`config.mk`:
```
export PLATFORM = sky130hd
export DESIGN_NAME = axi4_burst_addr_gen
export DESIGN_NICKNAME = d
export VERILOG_FILES = /design/src/rtl/axi4_burst_addr_gen_pkg.sv /design/src/rtl/axi4_next_addr.sv /design/src/rtl/axi4_burst_addr_gen.sv
export SDC_FILE = /design/constraint.sdc
export NUM_CORES = 1
export LEC_CHECK = 0
export CAP_MARGIN = 30
export CORE_ASPECT_RATIO = 0.5
export CORE_MARGIN = 5
export CORE_UTILIZATION = 61
export DETAILED_ROUTE_END_ITERATION = 12
export PLACE_DENSITY = 0.87
export REMOVE_ABC_BUFFERS = 1
export SLEW_MARGIN = 30
export SYNTH_ARGS = -nofsm -noshare
export SYNTH_HDL_FRONTEND = slang
export SYNTH_SLANG_ARGS = --single-unit
```
`constraint.sdc`:
```
create_clock -name i_aclk -period 10.9 [get_ports i_aclk]
set_input_delay 2.725 -clock i_aclk [delete_from_list [all_inputs] [get_ports i_aclk]]
set_output_delay 2.725 -clock i_aclk [all_outputs]
set_load 0.005 [all_outputs]
```
`src/rtl/axi4_burst_addr_gen_pkg.sv`:
```
// ----------------------------------------------------------------------------
// axi4_burst_addr_gen_pkg
//   Shared AXI4 encodings for the burst address sequencer. It holds the burst,
//   size and response types, the sequencer FSM states, and the rule for
//   legal WRAP burst lengths.
//   No ports (package).
// ----------------------------------------------------------------------------
package axi4_burst_addr_gen_pkg;

    typedef enum logic [1:0] {
        BurstFixed = 2'b00,
        BurstIncr  = 2'b01,
        BurstWrap  = 2'b10,
        BurstRsvd  = 2'b11
    } axi_burst_t;

    typedef enum logic [2:0] {
        Size1B   = 3'd0,
        Size2B   = 3'd1,
        Size4B   = 3'd2,
        Size8B   = 3'd3,
        Size16B  = 3'd4,
        Size32B  = 3'd5,
        Size64B  = 3'd6,
        Size128B = 3'd7
    } axi_size_t;

    typedef enum logic [1:0] {
        RespOkay   = 2'b00,
        RespExokay = 2'b01,
        RespSlverr = 2'b10,
        RespDecerr = 2'b11
    } axi_resp_t;

    typedef enum logic {
        StIdle  = 1'b0,
        StBurst = 1'b1
    } gen_state_e;

    // WRAP bursts must be 2, 4, 8 or 16 beats long.
    function automatic logic axi_wrap_legal(input logic [7:0] len);
        return (len == 8'd1) || (len == 8'd3) || (len == 8'd7) || (len == 8'd15);
    endfunction

endpackage

```
`src/rtl/axi4_next_addr.sv`:
```
// ----------------------------------------------------------------------------
// axi4_next_addr
//   Combinational next-beat address and current-beat lane strobe for one AXI4
//   burst.
//   i_cur    current beat byte address
//   i_nb     bytes per beat (1 << size), ADDR_WIDTH+1 bits
//   i_lower  WRAP lower boundary, ADDR_WIDTH+1 bits
//   i_wsize  WRAP window size in bytes, ADDR_WIDTH+1 bits
//   i_burst  burst type (axi_burst_t encoding)
//   o_next   address of the following beat (ADDR_WIDTH modulo)
//   o_strb   active byte lanes for i_cur
// ----------------------------------------------------------------------------
module axi4_next_addr
    import axi4_burst_addr_gen_pkg::*;
#(
    parameter int unsigned ADDR_WIDTH = 16,
    parameter int unsigned NB_MAX     = 4
) (
    input  logic [ADDR_WIDTH-1:0] i_cur,
    input  logic [ADDR_WIDTH:0]   i_nb,
    input  logic [ADDR_WIDTH:0]   i_lower,
    input  logic [ADDR_WIDTH:0]   i_wsize,
    input  logic [1:0]            i_burst,
    output logic [ADDR_WIDTH-1:0] o_next,
    output logic [NB_MAX-1:0]     o_strb
);

    localparam int unsigned AW1 = ADDR_WIDTH + 1;
    localparam logic [ADDR_WIDTH:0] LANE_MASK = AW1'(NB_MAX - 1);

    logic [ADDR_WIDTH:0] w_cur;
    logic [ADDR_WIDTH:0] w_aligned;
    logic [ADDR_WIDTH:0] w_incr;
    logic [ADDR_WIDTH:0] w_next;
    logic [ADDR_WIDTH:0] w_lo;
    logic [ADDR_WIDTH:0] w_hi;

    assign w_cur     = {1'b0, i_cur};
    assign w_aligned = w_cur & ~(i_nb - AW1'(1));
    assign w_incr    = w_aligned + i_nb;

    always_comb begin
        w_next = w_cur;
        unique case (axi_burst_t'(i_burst))
            BurstFixed: w_next = w_cur;
            BurstIncr:  w_next = w_incr;
            // Reaching the top of the window folds back to the lower boundary.
            BurstWrap:  w_next = (w_incr == (i_lower + i_wsize)) ? i_lower : w_incr;
            default:    w_next = w_cur;
        endcase
    end

    assign o_next = w_next[ADDR_WIDTH-1:0];

    // Lanes from the (possibly unaligned) start up to the end of the aligned beat.
    assign w_lo = w_cur & LANE_MASK;
    assign w_hi = (w_aligned & LANE_MASK) + i_nb - AW1'(1);

    always_comb begin
        o_strb = '0;
        for (int unsigned i = 0; i < NB_MAX; i++) begin
            o_strb[i] = (AW1'(i) >= w_lo) && (AW1'(i) <= w_hi);
        end
    end

endmodule

```
`src/rtl/axi4_burst_addr_gen.sv`:
```
// ----------------------------------------------------------------------------
// axi4_burst_addr_gen
//   Per-burst AXI4 address/beat sequencer. Accepts one AW/AR command and then
//   emits one beat per handshake. Each beat carries a byte address, a word
//   index, a lane strobe, a last flag and a response code.
//   i_aclk, i_areset          clock, synchronous active-high reset
//   i_cmd_valid / o_cmd_ready command handshake
//   i_cmd_addr/len/size/burst command fields (AxADDR/AxLEN/AxSIZE/AxBURST)
//   o_beat_valid/i_beat_ready beat handshake
//   o_beat_addr/idx/strb      beat byte address, word index, byte lanes
//   o_beat_last/resp          final-beat flag, per-beat response
// ----------------------------------------------------------------------------
module axi4_burst_addr_gen
    import axi4_burst_addr_gen_pkg::*;
#(
    parameter int unsigned ADDR_WIDTH = 16,
    parameter int unsigned DATA_WIDTH = 32,
    parameter int unsigned MEM_DEPTH  = 1024
) (
    input  logic                         i_aclk,
    input  logic                         i_areset,
    input  logic                         i_cmd_valid,
    output logic                         o_cmd_ready,
    input  logic [ADDR_WIDTH-1:0]        i_cmd_addr,
    input  logic [7:0]                   i_cmd_len,
    input  logic [2:0]                   i_cmd_size,
    input  logic [1:0]                   i_cmd_burst,
    output logic                         o_beat_valid,
    input  logic                         i_beat_ready,
    output logic [ADDR_WIDTH-1:0]        o_beat_addr,
    output logic [$clog2(MEM_DEPTH)-1:0] o_beat_idx,
    output logic [DATA_WIDTH/8-1:0]      o_beat_strb,
    output logic                         o_beat_last,
    output logic [1:0]                   o_beat_resp
);

    localparam int unsigned     NB_MAX      = DATA_WIDTH / 8;
    localparam int unsigned     IDX_W       = $clog2(MEM_DEPTH);
    localparam int unsigned     NB_LOG      = $clog2(NB_MAX);
    localparam int unsigned     BOUNDARY_4K = 4096;
    localparam int unsigned     PAGE_LOG    = $clog2(BOUNDARY_4K);
    localparam int unsigned     AW1         = ADDR_WIDTH + 1;
    localparam longint unsigned MEM_BYTES   = longint'(MEM_DEPTH) * longint'(NB_MAX);

    gen_state_e r_state;
    gen_state_e w_state_d;

    logic [ADDR_WIDTH-1:0] r_addr;
    logic [7:0]            r_cnt;
    logic [7:0]            r_len;
    logic [ADDR_WIDTH:0]   r_nb;
    logic [ADDR_WIDTH:0]   r_lower;
    logic [ADDR_WIDTH:0]   r_wsize;
    logic [1:0]            r_burst;
    logic                  r_err;

    logic                  w_accept;
    logic                  w_beat_hs;
    logic                  w_last;
    logic [ADDR_WIDTH-1:0] w_next_addr;
    logic [NB_MAX-1:0]     w_strb;
    axi_resp_t             w_resp;

    // Command decode, all in ADDR_WIDTH+1 bits so window ends cannot wrap.
    logic [ADDR_WIDTH:0] w_cmd_addr;
    logic [ADDR_WIDTH:0] w_cmd_nb;
    logic [ADDR_WIDTH:0] w_cmd_beats;
    logic [ADDR_WIDTH:0] w_cmd_wsize;
    logic [ADDR_WIDTH:0] w_cmd_lower;
    logic [ADDR_WIDTH:0] w_cmd_aligned;
    logic [ADDR_WIDTH:0] w_cmd_end;
    logic                w_cmd_cross;
    logic                w_cmd_err;

    assign w_cmd_addr    = {1'b0, i_cmd_addr};
    assign w_cmd_nb      = AW1'(1) << i_cmd_size;
    assign w_cmd_beats   = AW1'(i_cmd_len) + AW1'(1);
    assign w_cmd_wsize   = w_cmd_nb * w_cmd_beats;
    assign w_cmd_lower   = w_cmd_addr & ~(w_cmd_wsize - AW1'(1));
    assign w_cmd_aligned = w_cmd_addr & ~(w_cmd_nb - AW1'(1));
    assign w_cmd_end     = w_cmd_aligned + w_cmd_wsize - AW1'(1);
    assign w_cmd_cross   = (w_cmd_aligned >> PAGE_LOG) != (w_cmd_end >> PAGE_LOG);

    // Burst-level error, latched at accept and applied to every beat.
    always_comb begin
        w_cmd_err = 1'b0;
        if (i_cmd_burst == BurstRsvd) begin
            w_cmd_err = 1'b1;
        end else if (w_cmd_nb > AW1'(NB_MAX)) begin
            w_cmd_err = 1'b1;
        end else if ((i_cmd_burst == BurstWrap) && !axi_wrap_legal(i_cmd_len)) begin
            w_cmd_err = 1'b1;
        end else if ((i_cmd_burst == BurstWrap) &&
                     ((w_cmd_addr & (w_cmd_nb - AW1'(1))) != '0)) begin
            w_cmd_err = 1'b1;
        end else if ((i_cmd_burst == BurstIncr) && w_cmd_cross) begin
            w_cmd_err = 1'b1;
        end
    end

    assign w_accept  = (r_state == StIdle) && i_cmd_valid;
    assign w_beat_hs = (r_state == StBurst) && i_beat_ready;
    assign w_last    = (r_state == StBurst) && (r_cnt == r_len);

    always_comb begin
        w_state_d = r_state;
        unique case (r_state)
            StIdle:  if (i_cmd_valid) w_state_d = StBurst;
            StBurst: if (w_beat_hs && w_last) w_state_d = StIdle;
            default: w_state_d = StIdle;
        endcase
    end

    always_ff @(posedge i_aclk) begin
        if (i_areset) begin
            r_state <= StIdle;
            r_addr  <= '0;
            r_cnt   <= '0;
            r_len   <= '0;
            r_nb    <= '0;
            r_lower <= '0;
            r_wsize <= '0;
            r_burst <= '0;
            r_err   <= 1'b0;
        end else begin
            r_state <= w_state_d;
            if (w_accept) begin
                r_addr  <= i_cmd_addr;
                r_cnt   <= '0;
                r_len   <= i_cmd_len;
                r_nb    <= w_cmd_nb;
                r_lower <= w_cmd_lower;
                r_wsize <= w_cmd_wsize;
                r_burst <= i_cmd_burst;
                r_err   <= w_cmd_err;
            end else if (w_beat_hs && !w_last) begin
                r_addr <= w_next_addr;
                r_cnt  <= r_cnt + 8'd1;
            end
        end
    end

    axi4_next_addr #(
        .ADDR_WIDTH (ADDR_WIDTH),
        .NB_MAX     (NB_MAX)
    ) u_next_addr (
        .i_cur   (r_addr),
        .i_nb    (r_nb),
        .i_lower (r_lower),
        .i_wsize (r_wsize),
        .i_burst (r_burst),
        .o_next  (w_next_addr),
        .o_strb  (w_strb)
    );

    always_comb begin
        w_resp = RespOkay;
        if (r_state == StBurst) begin
            if (r_err) begin
                w_resp = RespSlverr;
            end else if (64'(r_addr) >= MEM_BYTES) begin
                w_resp = RespDecerr;
            end
        end
    end

    // Beat outputs read zero outside a burst; error beats carry no lanes or index.
    assign o_cmd_ready  = (r_state == StIdle);
    assign o_beat_valid = (r_state == StBurst);
    assign o_beat_addr  = (r_state == StBurst) ? r_addr : '0;
    assign o_beat_last  = w_last;
    assign o_beat_resp  = w_resp;
    assign o_beat_strb  = ((r_state == StBurst) && (w_resp == RespOkay)) ? w_strb : '0;
    assign o_beat_idx   = ((r_state == StBurst) && (w_resp == RespOkay)) ?
                          IDX_W'(r_addr >> NB_LOG) : '0;

endmodule

```
After elaboration in Yosys (flattened, before gate mapping)

Cells that the tools add are included.

Bits in registers: 87
Input port bits: 33
Output and inout bits: 35
Word-level logic and storage cells: 94

Add/sub/neg operators: 11
Multipliers: 1
Order comparisons: 10
Equality and inequality tests: 12
Shift-type cells: 1
Muxes and demuxes: 18
Bitwise logic cells: 8
Reductions and logical operators: 24

Operator list:

| operator                                                                              | count |
|---|---|
| 17-bit by 1-bit subtractor with 17-bit output, second input constant                  | 5 |
| 16-bit by 17-bit bitwise AND with 17-bit output                                       | 4 |
| 16-bit two-way mux                                                                    | 4 |
| 17-bit adder                                                                          | 3 |
| 17-bit NOT                                                                            | 3 |
| 1-bit by 17-bit <= comparator with 1-bit output, first input constant                 | 2 |
| 2-bit by 17-bit <= comparator with 1-bit output, first input constant                 | 2 |
| 16-bit one-hot mux with 2 select lines                                                | 1 |
| 2-bit by 17-bit adder with 17-bit output                                              | 1 |
| 17-bit equality test                                                                  | 1 |
| 17-bit by 3-bit > comparator with 1-bit output, second input constant                 | 1 |
| 17-bit by 9-bit multiplier with 17-bit output                                         | 1 |
| 17-bit nonzero test                                                                   | 1 |
| 1-bit by 3-bit left shift with 17-bit output, first input constant                    | 1 |
| 16-bit by 13-bit greater-or-equal comparator with 1-bit output, second input constant | 1 |
| 1-bit logical AND                                                                     | 13 |
| 10-bit two-way mux                                                                    | 1 |
| 8-bit by 1-bit adder with 9-bit output, second input constant                         | 1 |
| 8-bit by 1-bit adder with 8-bit output, second input constant                         | 1 |
| 8-bit by 1-bit equality test with 1-bit output, second input constant                 | 1 |
| 8-bit by 2-bit equality test with 1-bit output, second input constant                 | 1 |
| 8-bit by 3-bit equality test with 1-bit output, second input constant                 | 1 |
| 8-bit by 4-bit equality test with 1-bit output, second input constant                 | 1 |
| 8-bit equality test                                                                   | 1 |
| 17 further kinds                                                                      | 33 |

Depth between registers and ports, before layout

Depth in word-level cells: 13
Gate-level depth with buffers: 32
Depth with buffers taken out: 31

Cells and area by module

Synthesis repeated with hierarchy kept, for this count alone.

Cell total of the unflattened synthesis: 1440
Area total of the unflattened synthesis: 10855.4 um^2

Modules (own cells, without submodules):

| module              | times used | cells each | area each (um^2) | sequential area each (um^2) |
|---|---|---|---|---|
| axi4_burst_addr_gen | 1          | 884        | 7024.2           | 1541.5 |
| axi4_next_addr      | 1          | 556        | 3831.2           | 0.0 |

Worst setup path after synthesis

No wires, ideal clock.

Path type: input port to flip-flop
From: input port i_cmd_size[2]
To: register r_err
Setup time: 139 ps
Data arrival time: 9609 ps
Required time: 10761 ps
Path slack: 1152 ps
Stages on the path: 29
Path buffers: 2
Path through: clkbuf_1 > buf_1 > nand2_1 > or2_2 > fa_1 > inv_1 > fa_1 > ha_1 > inv_1 > fa_1 > inv_1 > ha_1 > a21o_1 > a21oi_1 > o21bai_1 > a2111oi_0 > nor3b_1 > nor2_1 > inv_1 > ha_1 > inv_1 > ha_1 > nand3_1 > o311ai_0 > a311oi_1 > a211oi_1 > xnor2_1 > o311ai_0 > a211oi_1

Word-level cells in the longest chain between the ends: 13
Elaborated cells on any way between the ends: 18
Those cells by class: add/sub: 3; mul: 1; order compare: 1; eq/ne: 1; shift: 1; mux: 5; bitwise: 3; reduce/logical: 3

RTL lines:

| what                                                                                                   | RTL line                   | RTL |
|---|---|---|
| from (decl)                                                                                            | axi4_burst_addr_gen.sv:26  | `input logic [2:0] i_cmd_size,` |
| 1-bit by 3-bit left shift with 17-bit output *                                                         | axi4_burst_addr_gen.sv:76  | `assign w_cmd_nb = AW1'(1) << i_cmd_size;` |
| parallel branches: the longest is 10 deep, another holds 17-bit by 9-bit multiplier with 17-bit output | --                         |  |
| 1-bit two-way mux *                                                                                    | axi4_burst_addr_gen.sv:89  | `end else if (w_cmd_nb > AW1'(NB_MAX)) begin` |
| 1-bit two-way mux *                                                                                    | axi4_burst_addr_gen.sv:87  | `if (i_cmd_burst == BurstRsvd) begin` |
| to (signal assigned)                                                                                   | axi4_burst_addr_gen.sv:135 | `r_err <= w_cmd_err;` |
| to (decl)                                                                                              | axi4_burst_addr_gen.sv:55  | `logic r_err;` |

Mark *: on every way between the ends.
A chain may end at the register's enable or synchronous reset.

Worst setup path in the final report

From: input port i_cmd_len[1]
To: register r_err

Word-level cells in the longest chain between the ends: 11
Elaborated cells on any way between the ends: 20
Those cells by class: add/sub: 3; mul: 1; eq/ne: 5; mux: 5; reduce/logical: 6

RTL lines:

| what                                          | RTL line                  | RTL |
|---|---|---|
| from (decl)                                   | axi4_burst_addr_gen.sv:25 | `input logic [7:0] i_cmd_len,` |
| 8-bit by 1-bit adder with 9-bit output        | axi4_burst_addr_gen.sv:77 | `assign w_cmd_beats = AW1'(i_cmd_len) + AW1'(1);` |
| 17-bit by 9-bit multiplier with 17-bit output | axi4_burst_addr_gen.sv:78 | `assign w_cmd_wsize = w_cmd_nb * w_cmd_beats;` |
| 17-bit adder                                  | axi4_burst_addr_gen.sv:81 | `assign w_cmd_end = w_cmd_aligned + w_cmd_wsize - AW1'(1);` |
| 17-bit by 1-bit subtractor with 17-bit output | axi4_burst_addr_gen.sv:81 |  |
| 5-bit inequality test                         | axi4_burst_addr_gen.sv:82 | `assign w_cmd_cross = (w_cmd_aligned >> PAGE_LOG) != (w_cmd_end >> PAGE_LOG);` |
| 1-bit logical AND                             | axi4_burst_addr_gen.sv:96 | `end else if ((i_cmd_burst == BurstIncr) && w_cmd_cross) begin` |
| 1-bit two-way mux                             | axi4_burst_addr_gen.sv:96 |  |
| 1-bit two-way mux                             | axi4_burst_addr_gen.sv:93 | `end else if ((i_cmd_burst == BurstWrap) &&` |
| 1-bit two-way mux *                           | axi4_burst_addr_gen.sv:91 | `end else if ((i_cmd_burst == BurstWrap) && !axi_wrap_legal(i_cmd_len)) begin` |
| 1-bit two-way mux *                           | axi4_burst_addr_gen.sv:89 |  |
| 1-bit two-way mux *                           | axi4_burst_addr_gen.sv:87 |  |

Every way passes the cells marked *; elsewhere a longest branch is shown, timed or not.

==> results by group <==
Power and ir drop
  – Worst-case vdd ir drop: 0.0000648 V
  – Leakage power: 4.73 nW
  – Cell Pwr Density: 99.3 nW/µm²

Logic synthesis
  – Post-synthesis register bit count: 77
  – Most instantiated library cell after synthesis: sky130_fd_sc_hd__nand2_1
  – Simple-gate area share of the yosys netlist: 0.260
  – Post-synthesis xor/xnor area fraction: 0.0951
  – Largest cells by area after synthesis: sky130_fd_sc_hd__dfxtp_1 (16%), sky130_fd_sc_hd__ha_1 (14%), sky130_fd_sc_hd__fa_1 (9.3%)
  – Area of the mapped netlist: 9670 µm²
  – Yosys warning count: 0
  – Instance count of the mapped netlist: 1284
  – Commonest register cell after synthesis: sky130_fd_sc_hd__dfxtp_1
  – Top cell type's share of synthesized area: 0.159
  – Mux share of post-synthesis cell area: 0.00531
  – Sequential cell area fraction in the yosys report: 0.159
  – Number of enable-type register cells in the synthesized netlist: 0
  – Number of distinct library cell variants in the gate-level netlist after synthesis: 83
  – Cell accounting for the most synthesized area: sky130_fd_sc_hd__dfxtp_1
  – FFs w/ async S/R, synth: 0
  – Complex-gate fraction of the synthesized area: 0.173
  – List of most frequent post-synthesis cells: sky130_fd_sc_hd__nand2_1 (152), sky130_fd_sc_hd__inv_1 (137), sky130_fd_sc_hd__nor2_1 (129)
  – Main combinational cell family by area after synthesis: simple AND/OR/NAND/NOR gates
  – Adder-cell share of the synthesized area: 0.229
  – Avg Inst Size Synth: 7.53 µm²

GRT
  – Total routing usage reported by global routing: 0.304
  – Maximum number of pins on one net before global-route repair: 75
  – Antenna violations before repair: 0
  – Vias in the first global route: 9071
  – First-pass GRT wire length: 46400 µm
  – Overflow after GRT: 0

Min path
  – Hold Startpoint: r_wsize[9]$_SDFFE_PP0P_
  – Path category of the worst min-delay check: flop to flop
  – Hold EP: r_wsize[9]$_SDFFE_PP0P_
  – Cell depth of the worst min-delay path: 2

Finish
  – Diodes inserted: 0
  – Fraction of final layout cells with drive strength greater than 1: 0.0615
  – Layout net count: 1512
  – Filler cell count in the final layout: 1258
  – Layout Area Growth over Synthesis: 12.1%
  – Final design area excluding fillers: 10800 µm²

Worst setup path
  – Critical path fanouts, max: 8
  – Worst r2r path cells: 12
  – Launch point of the worst reg-to-reg path: r_nb[2]$_SDFFE_PP0P_
  – Worst setup SP type: input port
  – Destination of the worst register-to-register timing path: r_addr[12]$_SDFFE_PP0P_
  – Worst Setup Path Type: input port to flop
  – Slowest stage cell on the critical path: sky130_fd_sc_hd__a2111oi_1
  – Register-to-register path setup slack: 5.96 ns
  – Arrival time worst endpoint: 10.33 ns
  – Worst path buffer plus inverter count: 7
  – Critical Path Most Common Cell: sky130_fd_sc_hd__inv_1
  – CP Data Required Time: 11.08 ns
  – CP delay by family, top: adder cells
  – Crit path capture type: flop
  – CP max stage delay: 0.56 ns

Route
  – Total via count after detailed routing: 9366
  – Number of iterations in the first detailed-routing pass: 6
  – Drt initial violations: 1143
  – Final wirelength: 28600 µm
  – Post-route ant nets: 0
  – Drc violations: 0
  – Vias per Instance: 6.09
  – Average routed wire per standard cell: 18.6 µm

Clocking
  – Clock insertion delay at the later pin of the skew report: 0.35 ns
  – Total number of clock tree sinks: 77
  – Number of hold buffers added after cts: 0
  – Number of levels the H-tree was split into: 3
  – Clock tree from TritonCTS: done
  – Max clock buf depth: 2
  – Clock transition at the registers of the reported paths: 0.06 ns
  – Number of clock buffers inserted by TritonCTS: 9
  – Clock root buffer master: sky130_fd_sc_hd__clkbuf_16

STA
  – Max-slew headroom: 0.405
  – Count of pins over their slew limit: 0
  – Clock Skews: 0.0146 ns
  – Post-layout min period: 10.15 ns
  – Number of setup violations in the final report: 0
  – Actual slew at the worst max-slew pin: 0.870 ns
  – RSZ-0062 raised after global routing: false
  – Fraction of the cycle the final worst path needs: 0.931
  – Max frequency: 98.5 MHz
  – Final hold violation count: 0
  – Setup TNS: 0 ns

Floorplan
  – Top-level port count: 68
  – Placement row count: 32
  – Horizontal die dimension: 188 µm
  – Area of the placeable core: 15500 µm²
  – Chip height: 99.0 µm
  – Die area: 18600 µm²
  – Initial Util: 0.625

Placement
  – Port Buffer Count: 67
  – Post-DP HPWL: 22200 µm
  – Global placer's final weighted congestion: 0.910
  – Placed inst area: 10500 µm²

Flow run
  – Count of maximum capacitance violations: 0

Status
  – Status: finished clean
cell type report:
| class | instances | area, µm² | area share |
|---|---|---|---|
| Clock inverter | 7 | 81.3 | 0.00751 |
| Clock buffer | 9 | 225 | 0.0208 |
| Multi-Input combinational cell | 1015 | 7390 | 0.682 |
| Inverter | 138 | 518 | 0.0478 |
| Tap cell | 204 | 255 | 0.0236 |
| Timing Repair Buffer | 88 | 823 | 0.0760 |
| Sequential cell | 77 | 1540 | 0.142 |
how the worst max path moves through the flow:
| stage | cells after the start | start | endpoint | slack, ns |
|---|---|---|---|---|
| after CTS | 31 | i_cmd_len[1] | r_err$_SDFFE_PP0P_ | 0.62 |
| final | 31 | i_cmd_len[1] | r_err$_SDFFE_PP0P_ | 0.75 |
| after floorplan | 27 | i_cmd_len[0] | r_err$_SDFFE_PP0P_ | 1.41 |
| after global placement | 27 | i_cmd_len[4] | r_err$_SDFFE_PP0P_ | 0.49 |
| after detailed placement | 27 | i_cmd_len[1] | r_err$_SDFFE_PP0P_ | 0.30 |
| after global routing | 31 | i_cmd_len[1] | r_err$_SDFFE_PP0P_ | 0.11 |
placed cells by master, fill, tap and decap left out, types with 4 or more instances in the layout:
master                            count
sky130_fd_sc_hd__nor4_1               7
sky130_fd_sc_hd__and2_1              34
sky130_fd_sc_hd__a211oi_1            12
sky130_fd_sc_hd__a311o_1              7
sky130_fd_sc_hd__and3_1              16
sky130_fd_sc_hd__o211ai_1             6
sky130_fd_sc_hd__nor2_1             129
sky130_fd_sc_hd__o21ai_0             14
sky130_fd_sc_hd__or3_1                5
sky130_fd_sc_hd__nor3_1              24
sky130_fd_sc_hd__a21o_1              13
sky130_fd_sc_hd__o311ai_0             5
sky130_fd_sc_hd__nand2_1            151
sky130_fd_sc_hd__a311oi_1             4
sky130_fd_sc_hd__fa_1                45
sky130_fd_sc_hd__dfxtp_1             77
sky130_fd_sc_hd__a21oi_1            103
sky130_fd_sc_hd__buf_4               21
sky130_fd_sc_hd__xor2_1              32
sky130_fd_sc_hd__clkdlybuf4s50_1     66
sky130_fd_sc_hd__o21a_1               6
sky130_fd_sc_hd__o221ai_1             9
sky130_fd_sc_hd__nand2b_1            26
sky130_fd_sc_hd__nand3b_1             4
sky130_fd_sc_hd__or4_1                5
sky130_fd_sc_hd__mux2i_1              4
sky130_fd_sc_hd__nor3b_1              4
sky130_fd_sc_hd__a31oi_1              8
sky130_fd_sc_hd__clkbuf_16            9
sky130_fd_sc_hd__nand3_1             47
sky130_fd_sc_hd__o21bai_1             8
sky130_fd_sc_hd__a31o_2               4
sky130_fd_sc_hd__nand4_1             15
sky130_fd_sc_hd__nor2b_1             11
sky130_fd_sc_hd__ha_1               105
sky130_fd_sc_hd__inv_1              137
sky130_fd_sc_hd__xnor2_1             66
sky130_fd_sc_hd__or2_2               15
power by group:
| part | switching [mW] | total (mW) | internal (mW) | leakage [nW] |
|---|---|---|---|---|
| Sequential | 0.0200 | 0.317 | 0.298 | 0.628 |
| Combinational | 0.257 | 0.440 | 0.183 | 3.96 |
| Clock | 0.137 | 0.318 | 0.181 | 0.141 |
state kept, by name, indices dropped and copies added, names as in the netlist:
| register | flops |
|---|---|
| r_burst | 2 |
| r_len | 8 |
| r_cnt | 8 |
| r_wsize | 17 |
| r_addr | 16 |
| r_lower | 16 |
| r_nb | 8 |
| r_err | 1 |
| o_beat_valid | 1 |
routing by layer:
layer  share of wire  vias to the layer above  global-route usage
met5               0                        -                   0
met4           0.024                        0              0.0857
met3           0.088                       48              0.0453
met2            0.44                      429               0.494
met1            0.45                     4431               0.423
li1                -                     4458                   -
worst min-delay path: cells and delay by family, from the launching register on:
family	cells	cell delay (ns)
compound gates	1	0.05
flops	1	0.31
simple gates	1	0.05
metrics by stage:
step	util	total power, mW	hold slack [ns]	setup slack (ns)	std cells
global placement	0.681	0.734	0.450	0.489	1522
CTS	0.701	1.07	0.463	0.621	1538
finish	0.701	1.08	0.464	0.747	1538
detailed placement	0.681	0.751	0.455	0.298	1522
floorplan	-	0.617	0.434	1.41	1230
global route	0.701	1.14	0.485	0.106	1538
kinds of logic (layout without fill, tap and decap cells):
family | after synthesis | in the layout
xor+xnor | 101 | 101
fa+ha+maj | 150 | 150
compound gates | 246 | 246
flops | 77 | 77
simple gates | 513 | 513
mux | 5 | 5
buf+inv | 192 | 242
what timing repair did:
action / 4_1_cts / 5_1_grt
setup endpoints to repair: 0 / 1
gates resized for setup: 0 / 1
buffers inserted: 0 / 0
endpoints found under the hold margin: 0 / 0
Power figures use the tool's default switching activity.
